## src/rtl/ram_reader_pkg.sv

```systemverilog
// Shared definitions for the RAM burst reader: controller states,
// output FIFO geometry and an address-width helper.
package ram_reader_pkg;

    // Controller states: waiting, issuing reads, emptying the FIFO.
    typedef enum logic [1:0] {
        IDLE  = 2'd0,
        READ  = 2'd1,
        DRAIN = 2'd2
    } state_t;

    // The output FIFO holds two bytes. Two entries are enough to cover the
    // one-cycle RAM latency and still stream one byte per clock.
    localparam int FIFO_DEPTH = 2;
    localparam int PTR_W      = $clog2(FIFO_DEPTH);
    localparam int LVL_W      = $clog2(FIFO_DEPTH + 1);

    // Address width for a byte RAM of kb KiB.
    function automatic int addr_width(input int kb);
        return $clog2(kb * 1024);
    endfunction

endpackage

```

## src/rtl/ram_reader_if.sv

```systemverilog
// RAM port and byte-stream port of the reader, bundled together.
// The master side is the reader; the slave side is the RAM plus the consumer.
interface ram_reader_if #(
    parameter int AW = 14
);
    // RAM side
    logic          ram_ce;
    logic          ram_we;
    logic [AW-1:0] ram_a;
    logic [7:0]    ram_q;

    // Stream side
    logic [7:0]    q_data;
    logic          q_valid;
    logic          q_ready;

    modport master (
        output ram_ce,
        output ram_we,
        output ram_a,
        input  ram_q,
        output q_data,
        output q_valid,
        input  q_ready
    );

    modport slave (
        input  ram_ce,
        input  ram_we,
        input  ram_a,
        output ram_q,
        input  q_data,
        input  q_valid,
        output q_ready
    );

endinterface

```

## src/rtl/ram_reader_fifo.sv

```systemverilog
// Two-entry byte FIFO between the RAM read port and the output stream.
// The head entry drives the stream directly, so it stays put until popped.
module ram_reader_fifo
    import ram_reader_pkg::*;
(
    input  logic             clock,
    input  logic             reset,
    input  logic             push,
    input  logic [7:0]       wdata,
    input  logic             pop,
    output logic [7:0]       head,
    output logic [LVL_W-1:0] level
);

    logic [7:0]       mem [FIFO_DEPTH];
    logic [PTR_W-1:0] wr_ptr;
    logic [PTR_W-1:0] rd_ptr;
    logic             full;
    logic             empty;
    logic             do_push;
    logic             do_pop;

    assign full    = (level == LVL_W'(FIFO_DEPTH));
    assign empty   = (level == '0);
    // The controller never overfills or over-drains; the guards keep the
    // pointers coherent even if it did.
    assign do_push = push && !full;
    assign do_pop  = pop && !empty;
    assign head    = mem[rd_ptr];

    // Storage, pointers and occupancy; everything clears on reset so no
    // stale byte can surface after a burst is abandoned.
    always_ff @(posedge clock or negedge reset) begin
        if (!reset) begin
            for (int i = 0; i < FIFO_DEPTH; i++) begin
                mem[i] <= '0;
            end
            wr_ptr <= '0;
            rd_ptr <= '0;
            level  <= '0;
        end else begin
            if (do_push) begin
                mem[wr_ptr] <= wdata;
                wr_ptr      <= wr_ptr + PTR_W'(1);
            end
            if (do_pop) begin
                rd_ptr <= rd_ptr + PTR_W'(1);
            end
            level <= level + LVL_W'(do_push) - LVL_W'(do_pop);
        end
    end

endmodule

```

## src/rtl/ram_reader.sv

```systemverilog
// Burst reader: on start, reads count bytes from a byte-wide synchronous RAM
// beginning at base (address wraps at the top of the RAM) and streams them
// out over a valid/ready port. Reads are throttled so that bytes held in the
// FIFO plus the read in flight never exceed the FIFO depth.
module ram_reader
    import ram_reader_pkg::*;
#(
    parameter  int KB = 16,
    localparam int AW = addr_width(KB)
) (
    input  logic          clock,
    input  logic          reset,
    input  logic          start,
    input  logic [AW-1:0] base,
    input  logic [15:0]   count,
    output logic          busy,
    output logic          done,
    ram_reader_if.master  bus
);

    state_t           state;
    state_t           state_nx;
    logic [AW-1:0]    addr;
    logic [15:0]      remaining;
    logic             inflight;
    logic             done_q;
    logic             done_nx;
    logic             ce;
    logic             xfer;
    logic             q_valid;
    logic [7:0]       head;
    logic [LVL_W-1:0] level;
    logic [LVL_W:0]   pending;
    logic             last_xfer;

    // Output byte stream comes straight from the FIFO head.
    assign q_valid = (level != '0);
    assign xfer    = q_valid && bus.q_ready;

    // Bytes that will still be owed after this edge: held + in flight, less
    // the one leaving now. A new read is only allowed if it fits.
    assign pending = (LVL_W + 1)'(level) + (LVL_W + 1)'(inflight)
                   - (LVL_W + 1)'(xfer);

    // The final byte leaves when nothing else is queued behind it.
    assign last_xfer = xfer && (level == LVL_W'(1)) && !inflight;

    assign busy        = (state != IDLE);
    assign done        = done_q;
    assign bus.ram_ce  = ce;
    assign bus.ram_we  = 1'b1;
    assign bus.ram_a   = addr;
    assign bus.q_data  = head;
    assign bus.q_valid = q_valid;

    ram_reader_fifo u_fifo (
        .clock (clock),
        .reset (reset),
        .push  (inflight),
        .wdata (bus.ram_q),
        .pop   (xfer),
        .head  (head),
        .level (level)
    );

    // State register.
    always_ff @(posedge clock or negedge reset) begin
        if (!reset) begin
            state <= IDLE;
        end else begin
            state <= state_nx;
        end
    end

    // Next state, read issue and done request.
    always_comb begin
        state_nx = state;
        done_nx  = 1'b0;
        ce       = 1'b0;
        case (state)
            IDLE: begin
                if (start) begin
                    if (count != 16'd0) begin
                        state_nx = READ;
                    end else begin
                        done_nx = 1'b1;
                    end
                end
            end
            READ: begin
                if ((remaining != 16'd0) && (pending < (LVL_W + 1)'(FIFO_DEPTH))) begin
                    ce = 1'b1;
                    if (remaining == 16'd1) begin
                        state_nx = DRAIN;
                    end
                end
            end
            DRAIN: begin
                if (last_xfer) begin
                    state_nx = IDLE;
                    done_nx  = 1'b1;
                end
            end
            default: begin
                state_nx = IDLE;
            end
        endcase
    end

    // Address counter, remaining-read counter, in-flight flag and done pulse.
    // start is only honoured while idle, so a busy burst cannot be disturbed.
    always_ff @(posedge clock or negedge reset) begin
        if (!reset) begin
            addr      <= '0;
            remaining <= '0;
            inflight  <= 1'b0;
            done_q    <= 1'b0;
        end else begin
            done_q   <= done_nx;
            inflight <= ce;
            if ((state == IDLE) && start) begin
                addr      <= base;
                remaining <= count;
            end else if (ce) begin
                addr      <= addr + AW'(1);
                remaining <= remaining - 16'd1;
            end
        end
    end

endmodule

```

## src/flat_wrapper.sv

```systemverilog
// flat-port wrapper written by rule: the top's interface ports become plain ports
module ram_reader_flat import ram_reader_pkg::*;
#(
    parameter  int KB = 16,
    localparam int AW = addr_width(KB)
)
  (clock, reset, start, base, count, busy, done, bus_ram_ce, bus_ram_we, bus_ram_a, bus_ram_q, bus_q_data, bus_q_valid, bus_q_ready);
  ram_reader_if #(.AW((14))) bus_i ();
  input  logic clock;
  input  logic reset;
  input  logic start;
  input  logic [AW-1:0] base;
  input  logic [15:0] count;
  output logic busy;
  output logic done;
  output wire logic [$bits(bus_i.ram_ce)-1:0] bus_ram_ce;
  output wire logic [$bits(bus_i.ram_we)-1:0] bus_ram_we;
  output wire logic [$bits(bus_i.ram_a)-1:0] bus_ram_a;
  input wire logic [$bits(bus_i.ram_q)-1:0] bus_ram_q;
  output wire logic [$bits(bus_i.q_data)-1:0] bus_q_data;
  output wire logic [$bits(bus_i.q_valid)-1:0] bus_q_valid;
  input wire logic [$bits(bus_i.q_ready)-1:0] bus_q_ready;
  assign bus_ram_ce = bus_i.ram_ce;
  assign bus_ram_we = bus_i.ram_we;
  assign bus_ram_a = bus_i.ram_a;
  assign bus_i.ram_q = bus_ram_q;
  assign bus_q_data = bus_i.q_data;
  assign bus_q_valid = bus_i.q_valid;
  assign bus_i.q_ready = bus_q_ready;
  ram_reader #(.KB(KB)) u_core (.clock(clock), .reset(reset), .start(start), .base(base), .count(count), .busy(busy), .done(done), .bus(bus_i));
endmodule
```

## config.mk

```make
export PLATFORM = sky130hd
export DESIGN_NAME = ram_reader_flat
export DESIGN_NICKNAME = d
export VERILOG_FILES = /design/src/rtl/ram_reader_pkg.sv /design/src/rtl/ram_reader_if.sv /design/src/rtl/ram_reader_fifo.sv /design/src/rtl/ram_reader.sv /design/src/flat_wrapper.sv
export SDC_FILE = /design/constraint.sdc
export NUM_CORES = 1
export LEC_CHECK = 0
export ABC_AREA = 1
export BUFFER_PORTS_ARGS = -buffer_cell sky130_fd_sc_hd__buf_2
export CAP_MARGIN = 20
export CORE_ASPECT_RATIO = 1.5
export CORE_MARGIN = 2
export CORE_UTILIZATION = 46
export CTS_BUF_LIST = sky130_fd_sc_hd__clkbuf_16
export CTS_CLUSTER_SIZE = 8
export DETAILED_ROUTE_END_ITERATION = 10
export GPL_ROUTABILITY_DRIVEN = 0
export PLACE_DENSITY = 0.69
export SETUP_SLACK_MARGIN = 0.05
export SLEW_MARGIN = 20
export SYNTH_ARGS = -nofsm -noshare
export SYNTH_HDL_FRONTEND = slang
export SYNTH_SLANG_ARGS = --single-unit
```

## constraint.sdc

```tcl
create_clock -name clock -period 6 [get_ports clock]
set_input_delay 1.8 -clock clock [delete_from_list [all_inputs] [get_ports clock]]
set_output_delay 1.8 -clock clock [all_outputs]
set_load 0.1 [all_outputs]
```

==> run_results.csv, run 1 <==
group,metric,value,unit
sta,fmax,178,MHz
clock_tree,cts_tree,"built",
worst_setup_path,rr_worst_depth,15,
cells_and_area,drive_gt1_share,20.3,%
synth,synth-compound-area-share,7.63,%
global_routing,first_global_vias,3070,
sta,rsz0062_at_grt,"false",
route,wl_per_cell,12.0,microns
worst_setup_path,cp.arrival,3820,ps
sta,setup_viol,0,
sta,tns,0,ps
route,drc,0,
global_routing,grt_max_degree,55,
synth,yosys_warnings,0,
synth,synth_flop_cell,"dfrtp_1",
synth,yosys.area_share.simple,37.8,%
clock_tree,clk_pin_slew,70,ps
global_routing,grt-ovfl-total,0,
global_routing,grt_pass1_wl,13.3,mm
clock_tree,ctsResizeCount,0,
run_status,status,"complete, no violations",
min_path,hp-class,"flop to flop",
floorplan,die_height,110,microns
synth,ys_async_sr_fraction,100,%
synth,synth-edff-count,0,
worst_setup_path,required,4200,ps
synth,synthAdderAreaFrac,3.11,%
route,vias,3217,
synth,synth_top_family_by_area,"simple AND/OR/NAND/NOR gates",
synth,synth_nets,538,
sta,hold_viol,0,
floorplan,start_util,47.6,%
cells_and_area,multi_input_area,1830,sq um
route,drtPass1Iterations,4,
clock_tree,htreeDepth,2,
synth,synthMuxAreaShare,2.60,%
clock_tree,clock_latency,290,ps
floorplan,pin_count,69,
cells_and_area,nNetsFinal,601,
floorplan,die_x,74.8,microns
cells_and_area,area_growth,15.4,%
sta,tightest_slew,917,ps
cells_and_area,seqCellArea,1350,sq um
run,cap_viol_max_count,0,
route,wl,7.80,mm
synth,synth-xor-area-share,1.52,%
placed_design,post-dp-hpwl,5.71,mm
floorplan,dieArea,8240,sq um
synth,synth.top_cell.area_share,39.1,%
synth,synth_seq_area_share,39.1,%
min_path,hold_depth,1,
floorplan,core-area,7270,sq um
sta,fin_crit_sh,93.6,%
worst_setup_path,r2r_setup_slack,3030,ps
cells_and_area,num-fill-cells,726,
clock_tree,cts_hold_buf,0,
worst_setup_path,crit_type,"primary input to output pin",
synth,syn-cell-area,3460,sq um
worst_setup_path,cp-start-kind,"primary input",
synth,syn-mean-instance-area,7.09,sq um
clock_tree,cts_buffer_depth,2,
synth,yosysMostFrequentCell,"nand2_1",
route,viasPerCell,4.93,
placed_design,io_buffers,67,
global_routing,antenna_found_initial,0,
cells_and_area,diodes,0,
global_routing,grtUsageTotal,20.6,%
floorplan,num_rows,38,
sta,fin_crit,5620,ps
route,antenna_left,0,
sta,drv_slew,0,
synth,synth_cell_types,34,
synth,postSynthRegisterBits,54,
sta,slew_headroom,38.5,%
sta,finalClockSkew,7.87,ps
clock_tree,cts_sinks,54,
clock_tree,numCtsBuffers,5,
clock_tree,root_buffer,"clkbuf_16",
synth,synthCells,488,
worst_setup_path,cp_max_fo,9,
synth,ys_top_cells_by_area,"dfrtp_1, nand2_1, nand3_1",
synth,synthTopCellsByCount,"nand2_1, dfrtp_1, nor2_1",
worst_setup_path,cp-end-kind,"output pin",
route,drt-initial-drc-count,151,
clock_tree,cts_setup_buffers,0,
synth,synth_top_cell_by_area,"dfrtp_1",
==> worst paths after layout <==
check                                                 start                               end
setup / recovery                                bus_q_ready                        bus_ram_ce
hold / removal                  u_core.state[0]$_DFFE_PN0P_             u_core.done$_DFF_PN0_
setup reg to reg           u_core.u_fifo.level[1]$_DFF_PN0_   u_core.remaining[8]$_DFFE_PN0P_
hold reg to reg                 u_core.state[0]$_DFFE_PN0P_             u_core.done$_DFF_PN0_
max in group asynchronous                             reset  u_core.u_fifo.mem[4]$_DFFE_PN0P_
min in group asynchronous                             reset             u_core.done$_DFF_PN0_
==> kinds of logic (layout without fill, tap and decap cells) <==
kind of cell	after synthesis	in the layout
xor+xnor	6	6
flops	54	54
fa+ha+maj	8	8
compound gates	43	43
buf+inv	61	125
other cells	1	1
mux	8	8
simple gates	307	307
==> registers in the layout, indices dropped and copies added (netlist names) <==
signal / flops
u_core.state: 2
u_core.u_fifo.mem: 16
u_core.u_fifo.wr_ptr: 1
u_core.u_fifo.rd_ptr: 1
u_core.u_fifo.level: 2
u_core.inflight: 1
u_core.remaining: 16
u_core.done: 1
u_core.bus.ram_a: 14
==> worst max-delay path, stage by stage <==
cell	delay (ps)
buf_2	100
nand2_1	110
inv_1	60
ha_1	260
or2_2	310
fa_1	510
nand2_1	60
nor2_2	140
nand3_4	90
inv_2	160
buf_12	200
==> layout by cell type, fill, tap and decap left out, drive strengths merged, types with 2 or more instances in the layout <==
master and instances:
buf 69, or2 4, a21oi 3, ha 7
nand4 7, mux2 8, nand3 40, dfrtp 54
o21ai 37, o31ai 2, clkinv 3, nand3b 5
nor2 57, inv 47, xnor2 2, xor2 4
clkbuf 5, nand2 194
==> per-layer routing <==
| metal | part of all wire (%) | global-route usage, % |
|---|---|---|
| met1 | 41 | 23.4 |
| met2 | 52 | 37.6 |
| met3 | 4.1 | 3.00 |
| met4 | 2.9 | 8.29 |
| met5 | 0 | 0 |
==> through the flow <==
stage          util, %  cell area (sq um)  hold slack (ps)  std cells  setup slack [ps]
2_1_floorplan        -               3460              442        488               397
3_3_place_gp      52.9               3850              458        644               404
3_5_place_dp      52.9               3850              476        644               366
4_1_cts           54.9               3990              486        652               369
5_1_grt           54.9               3990              503        652               242
6_report          54.9               3990              486        652               383
==> final cells by class <==
type	instances	share of cell area [%]
Clock buffer	5	3.13
Clock inverter	3	0.408
Inverter	48	4.58
Multi-Input combinational cell	373	45.7
Sequential cell	54	33.9
Tap cell	100	3.13
Timing Repair Buffer	69	9.15
Power of run 1 is not shown: default switching activity piles up to over one toggle a cycle in this logic, so the estimate is an artifact.
==> run 2: changes to the inputs <==
CORE_MARGIN = 5   (was 2)
CTS_BUF_LIST = sky130_fd_sc_hd__clkbuf_2   (was sky130_fd_sc_hd__clkbuf_16)
CTS_CLUSTER_SIZE = 14   (was 8)
==> run 2 against run 1 <==
Against the previous run:
- die area up 14%
- critical path depth unchanged
- core utilization down 1.5 points
- fmax about the same
- flip-flop and latch count unchanged
==> run_results.csv, run 2 (synthesis results as in run 1) <==
group,metric,value,unit
cells_and_area,area_growth,12.1,%
global_routing,grt_max_degree,55,
global_routing,antenna_found_initial,0,
worst_setup_path,required,4200,ps
sta,finalClockSkew,28.6,ps
cells_and_area,fin_cells,650,
worst_setup_path,cp.arrival,3820,ps
floorplan,pin_count,69,
worst_setup_path,cp-start-kind,"primary input",
route,drtPass1Iterations,4,
run_status,status,"complete, no violations",
floorplan,die_height,116,microns
placed_design,io_buffers,67,
clock_tree,numCtsBuffers,5,
global_routing,grt-ovfl-total,0,
route,drc,0,
cells_and_area,drive_gt1_share,20.0,%
sta,drv_slew,0,
clock_tree,clock_latency,440,ps
clock_tree,cts_buffer_depth,2,
placed_design,place_inst,644,
cells_and_area,final_common_cell,"nand2_1",
route,antenna_left,0,
floorplan,dieArea,9390,sq um
floorplan,die_x,80.8,microns
sta,tightest_slew,946,ps
route,drt-initial-drc-count,149,
clock_tree,cts_setup_buffers,0,
worst_setup_path,crit_type,"primary input to output pin",
global_routing,grtUsageTotal,17.7,%
route,wl_per_cell,12.2,microns
clock_tree,cts_tree,"built",
worst_setup_path,slowest_stage,"fa_1",
sta,tns,0,ps
worst_setup_path,crit_chain,"buf_2 -> nand2_1 -> inv_1 -> ha_1 -> or2_2 -> fa_1 -> nand2_1 -> nor2_2 -> nand3_4 -> inv_2 -> buf_12",
worst_setup_path,cp-end-kind,"output pin",
route,viasPerCell,4.90,
sta,rsz0062_at_grt,"false",
cells_and_area,nNetsFinal,601,
sta,fmax,178,MHz
cells_and_area,diodes,0,
route,wl,7.93,mm
clock_tree,htreeDepth,2,
sta,slew_headroom,36.5,%
sta,hold_viol,0,
floorplan,core-area,7270,sq um
clock_tree,cts_hold_buf,0,
worst_setup_path,cp_max_fo,9,
worst_setup_path,crit_path_max_incr_delay,520,ps
clock_tree,cts_sinks,54,
cells_and_area,final_cell_mix,"nand2_1, buf_2, dfrtp_1, nor2_1, inv_1",
clock_tree,ctsResizeCount,0,
clock_tree,clk_pin_slew,250,ps
sta,fin_crit_sh,93.6,%
min_path,hp-class,"flop to flop",
worst_setup_path,worst_path_most_repeated_cell,"nand2_1",
global_routing,first_global_vias,3088,
run,cap_viol_max_count,0,
floorplan,start_util,47.6,%
sta,fin_crit,5620,ps
floorplan,num_rows,38,
placed_design,post-dp-hpwl,5.87,mm
sta,setup_viol,0,
clock_tree,root_buffer,"clkbuf_2",
route,vias,3186,
global_routing,grt_pass1_wl,13.4,mm
## run 2: cell types whose count changed in the layout (fill, tap and decap cells not counted), sizes merged
cell,change
clkinv,-1
clkinvlp,-1
## run 2: worst max-delay path, delay by kind of cell
kind	cells	cell delay (ps)
adder cells (fa/ha/maj)	2	780
AND/OR/NAND/NOR	5	720
buffers and inverters	4	530
## run 2: area by class of cell
type	count	area (sq um)
clock buffers	5	25.0
clock inverters	1	3.75
fillers	730	3400
inverters	48	183
multi-input cells	373	1830
flip-flops and latches	54	1350
well taps	100	125
repair buffers	69	365
## run 2: metal layers
layer	track usage, %	vias up	share of wire [%]
met4	5.07	0	1.5
li1	-	1649	-
met5	0	-	0
met1	18.9	1457	41
met2	34.8	69	53
met3	2.85	11	4.5
## run 2: worst paths after layout
path                                                   from                           endpoint  slack, ps  cells past startpoint
max                                             bus_q_ready                         bus_ram_ce        380                     11
min                             u_core.state[0]$_DFFE_PN0P_              u_core.done$_DFF_PN0_        510                      1
max reg2reg                u_core.u_fifo.level[1]$_DFF_PN0_    u_core.bus.ram_a[1]$_DFFE_PN0P_       3030                     15
min reg2reg                     u_core.state[0]$_DFFE_PN0P_              u_core.done$_DFF_PN0_        510                      1
max in group asynchronous                             reset  u_core.u_fifo.mem[14]$_DFFE_PN0P_       4090                      2
min in group asynchronous                             reset   u_core.u_fifo.level[0]$_DFF_PN0_       1450                      2
## run 2: through the flow
step           instance area, sq um  worst slack (ps)  hold WS, ps  utilization, %
6_report                       3880               383          506            53.3
5_1_grt                        3880               237          522            53.3
4_1_cts                        3880               366          509            53.3
3_5_place_dp                   3850               379          465            52.9
3_3_place_gp                   3850               406          458            52.9
2_1_floorplan                  3460               397          442               -
Power of run 2 is left out for the same reason.
==> run 3: changes to the inputs <==
clock period = 6.92 ns   (was 6 ns; I/O delays follow)
==> run 3 against run 2 <==
Against the previous run:
- register-to-register slack gained 910 ps
- core utilization shrank 0.069 points
- cell area shrank 0.13%
- critical endpoint unchanged
- count of clock-buffer cells in the layout grew 1
- first-iteration DRC count shrank 17%
- highest routed layer unchanged
- hold slack lost 1.1 ps
- global-route usage grew 0.77 points
==> run_results.csv, run 3 (synthesis results as in run 1) <==
group,metric,value,unit
placed_design,io_buffers,67,
route,wl_per_cell,12.7,microns
route,antenna_left,0,
sta,fin_crit,6400,ps
clock_tree,root_buffer,"clkbuf_2",
global_routing,first_global_vias,3113,
clock_tree,cts_sinks,54,
min_path,hp-class,"flop to flop",
cells_and_area,nNetsFinal,601,
global_routing,met3_usage,3.16,%
global_routing,grtUsageTotal,18.5,%
global_routing,grt_pass1_wl,13.8,mm
run,cap_viol_max_count,0,
sta,fin_crit_sh,92.5,%
route,wl,8.29,mm
run_status,status,"complete, no violations",
worst_setup_path,required,4840,ps
floorplan,start_util,47.6,%
cells_and_area,num-fill-cells,738,
cells_and_area,multi_input_area,1830,sq um
cells_and_area,final_common_cell,"nand2_1",
global_routing,grt.busiest_layer,"met2",
sta,tns,0,ps
sta,setup_viol,0,
route,drc,0,
sta,hold_viol,0,
worst_setup_path,cp-end-kind,"output pin",
cells_and_area,seqCellArea,1350,sq um
floorplan,die_height,116,microns
route,viasPerCell,4.98,
floorplan,dieArea,9390,sq um
worst_setup_path,cp.arrival,4330,ps
cells_and_area,drive_gt1_share,20.3,%
global_routing,use_met2,34.4,%
clock_tree,cts_setup_buffers,0,
floorplan,core-area,7270,sq um
global_routing,grt-ovfl-total,0,
global_routing,grt_use_met1,20.2,%
route,vias,3249,
global_routing,antenna_found_initial,0,
sta,tightest_slew,952,ps
sta,finalClockSkew,9.03,ps
sta,rsz0062_at_grt,"false",
worst_setup_path,cp-start-kind,"primary input",
cells_and_area,area_growth,12.0,%
placed_design,post-dp-hpwl,6.09,mm
clock_tree,cts_buffer_depth,2,
global_routing,grt_max_degree,55,
sta,fmax,156,MHz
floorplan,num_rows,38,
clock_tree,numCtsBuffers,5,
route,drtPass1Iterations,4,
clock_tree,htreeDepth,2,
route,drt-initial-drc-count,123,
clock_tree,cts_tree,"built",
cells_and_area,diodes,0,
clock_tree,ctsResizeCount,0,
clock_tree,clock_latency,450,ps
clock_tree,cts_hold_buf,0,
floorplan,die_x,80.8,microns
sta,slew_headroom,36.1,%
worst_setup_path,cp_max_fo,9,
cells_and_area,final_cell_mix,"nand2_1, buf_2, dfrtp_1, nor2_1, inv_1",
clock_tree,clk_pin_slew,260,ps
worst_setup_path,crit_type,"primary input to output pin",
sta,drv_slew,0,
floorplan,pin_count,69,
run 3: layer usage:
metal	vias up	wire length, microns
li1	1660	-
met3	14	441
met1	1489	3300
met5	-	0
met4	0	241
met2	86	4300
run 3: area by class of cell:
type                       count  share of cell area, %
multi-input combinational    373                   47.1
timing repair buffer          69                   9.04
sequential                    54                   34.9
tap                          100                   3.23
inverter                      48                   4.72
clock inverter                 2                  0.226
clock buffer                   6                  0.775
run 3: final timing paths:
| check | slack, ps | endpoint | startpoint | depth (start not counted) |
|---|---|---|---|---|
| worst max-delay path | 520 | bus_ram_ce | bus_q_ready | 11 |
| worst min-delay path | 500 | u_core.done$_DFF_PN0_ | u_core.state[0]$_DFFE_PN0P_ | 1 |
| worst max register to register | 3940 | u_core.remaining[10]$_DFFE_PN0P_ | u_core.u_fifo.level[1]$_DFF_PN0_ | 15 |
| worst min register to register | 500 | u_core.done$_DFF_PN0_ | u_core.state[0]$_DFFE_PN0P_ | 1 |
| max in group asynchronous | 4740 | u_core.u_fifo.mem[5]$_DFFE_PN0P_ | reset | 2 |
| min in group asynchronous | 1710 | u_core.u_fifo.rd_ptr$_DFFE_PN0P_ | reset | 2 |
run 3: worst max-delay path: stages:
cell and delay [ps]:
buf_2 110, nand2_1 110, inv_1 50, ha_1 260, or2_2 310, fa_1 510, nand2_1 60, nor2_2 140
nand3_4 90, inv_2 150, buf_2 460
run 3: per-stage QoR:
stage / cell area, sq um / worst slack [ps] / instances / util, % / hold slack [ps]
6_report: 3870 / 518 / 652 / 53.3 / 505
5_1_grt: 3870 / 378 / 652 / 53.3 / 554
4_1_cts: 3870 / 505 / 652 / 53.3 / 506
3_5_place_dp: 3830 / 511 / 644 / 52.7 / 474
3_3_place_gp: 3830 / 539 / 644 / 52.7 / 458
2_1_floorplan: 3460 / 765 / 488 / - / 442
Power of run 3 is left out for the same reason.
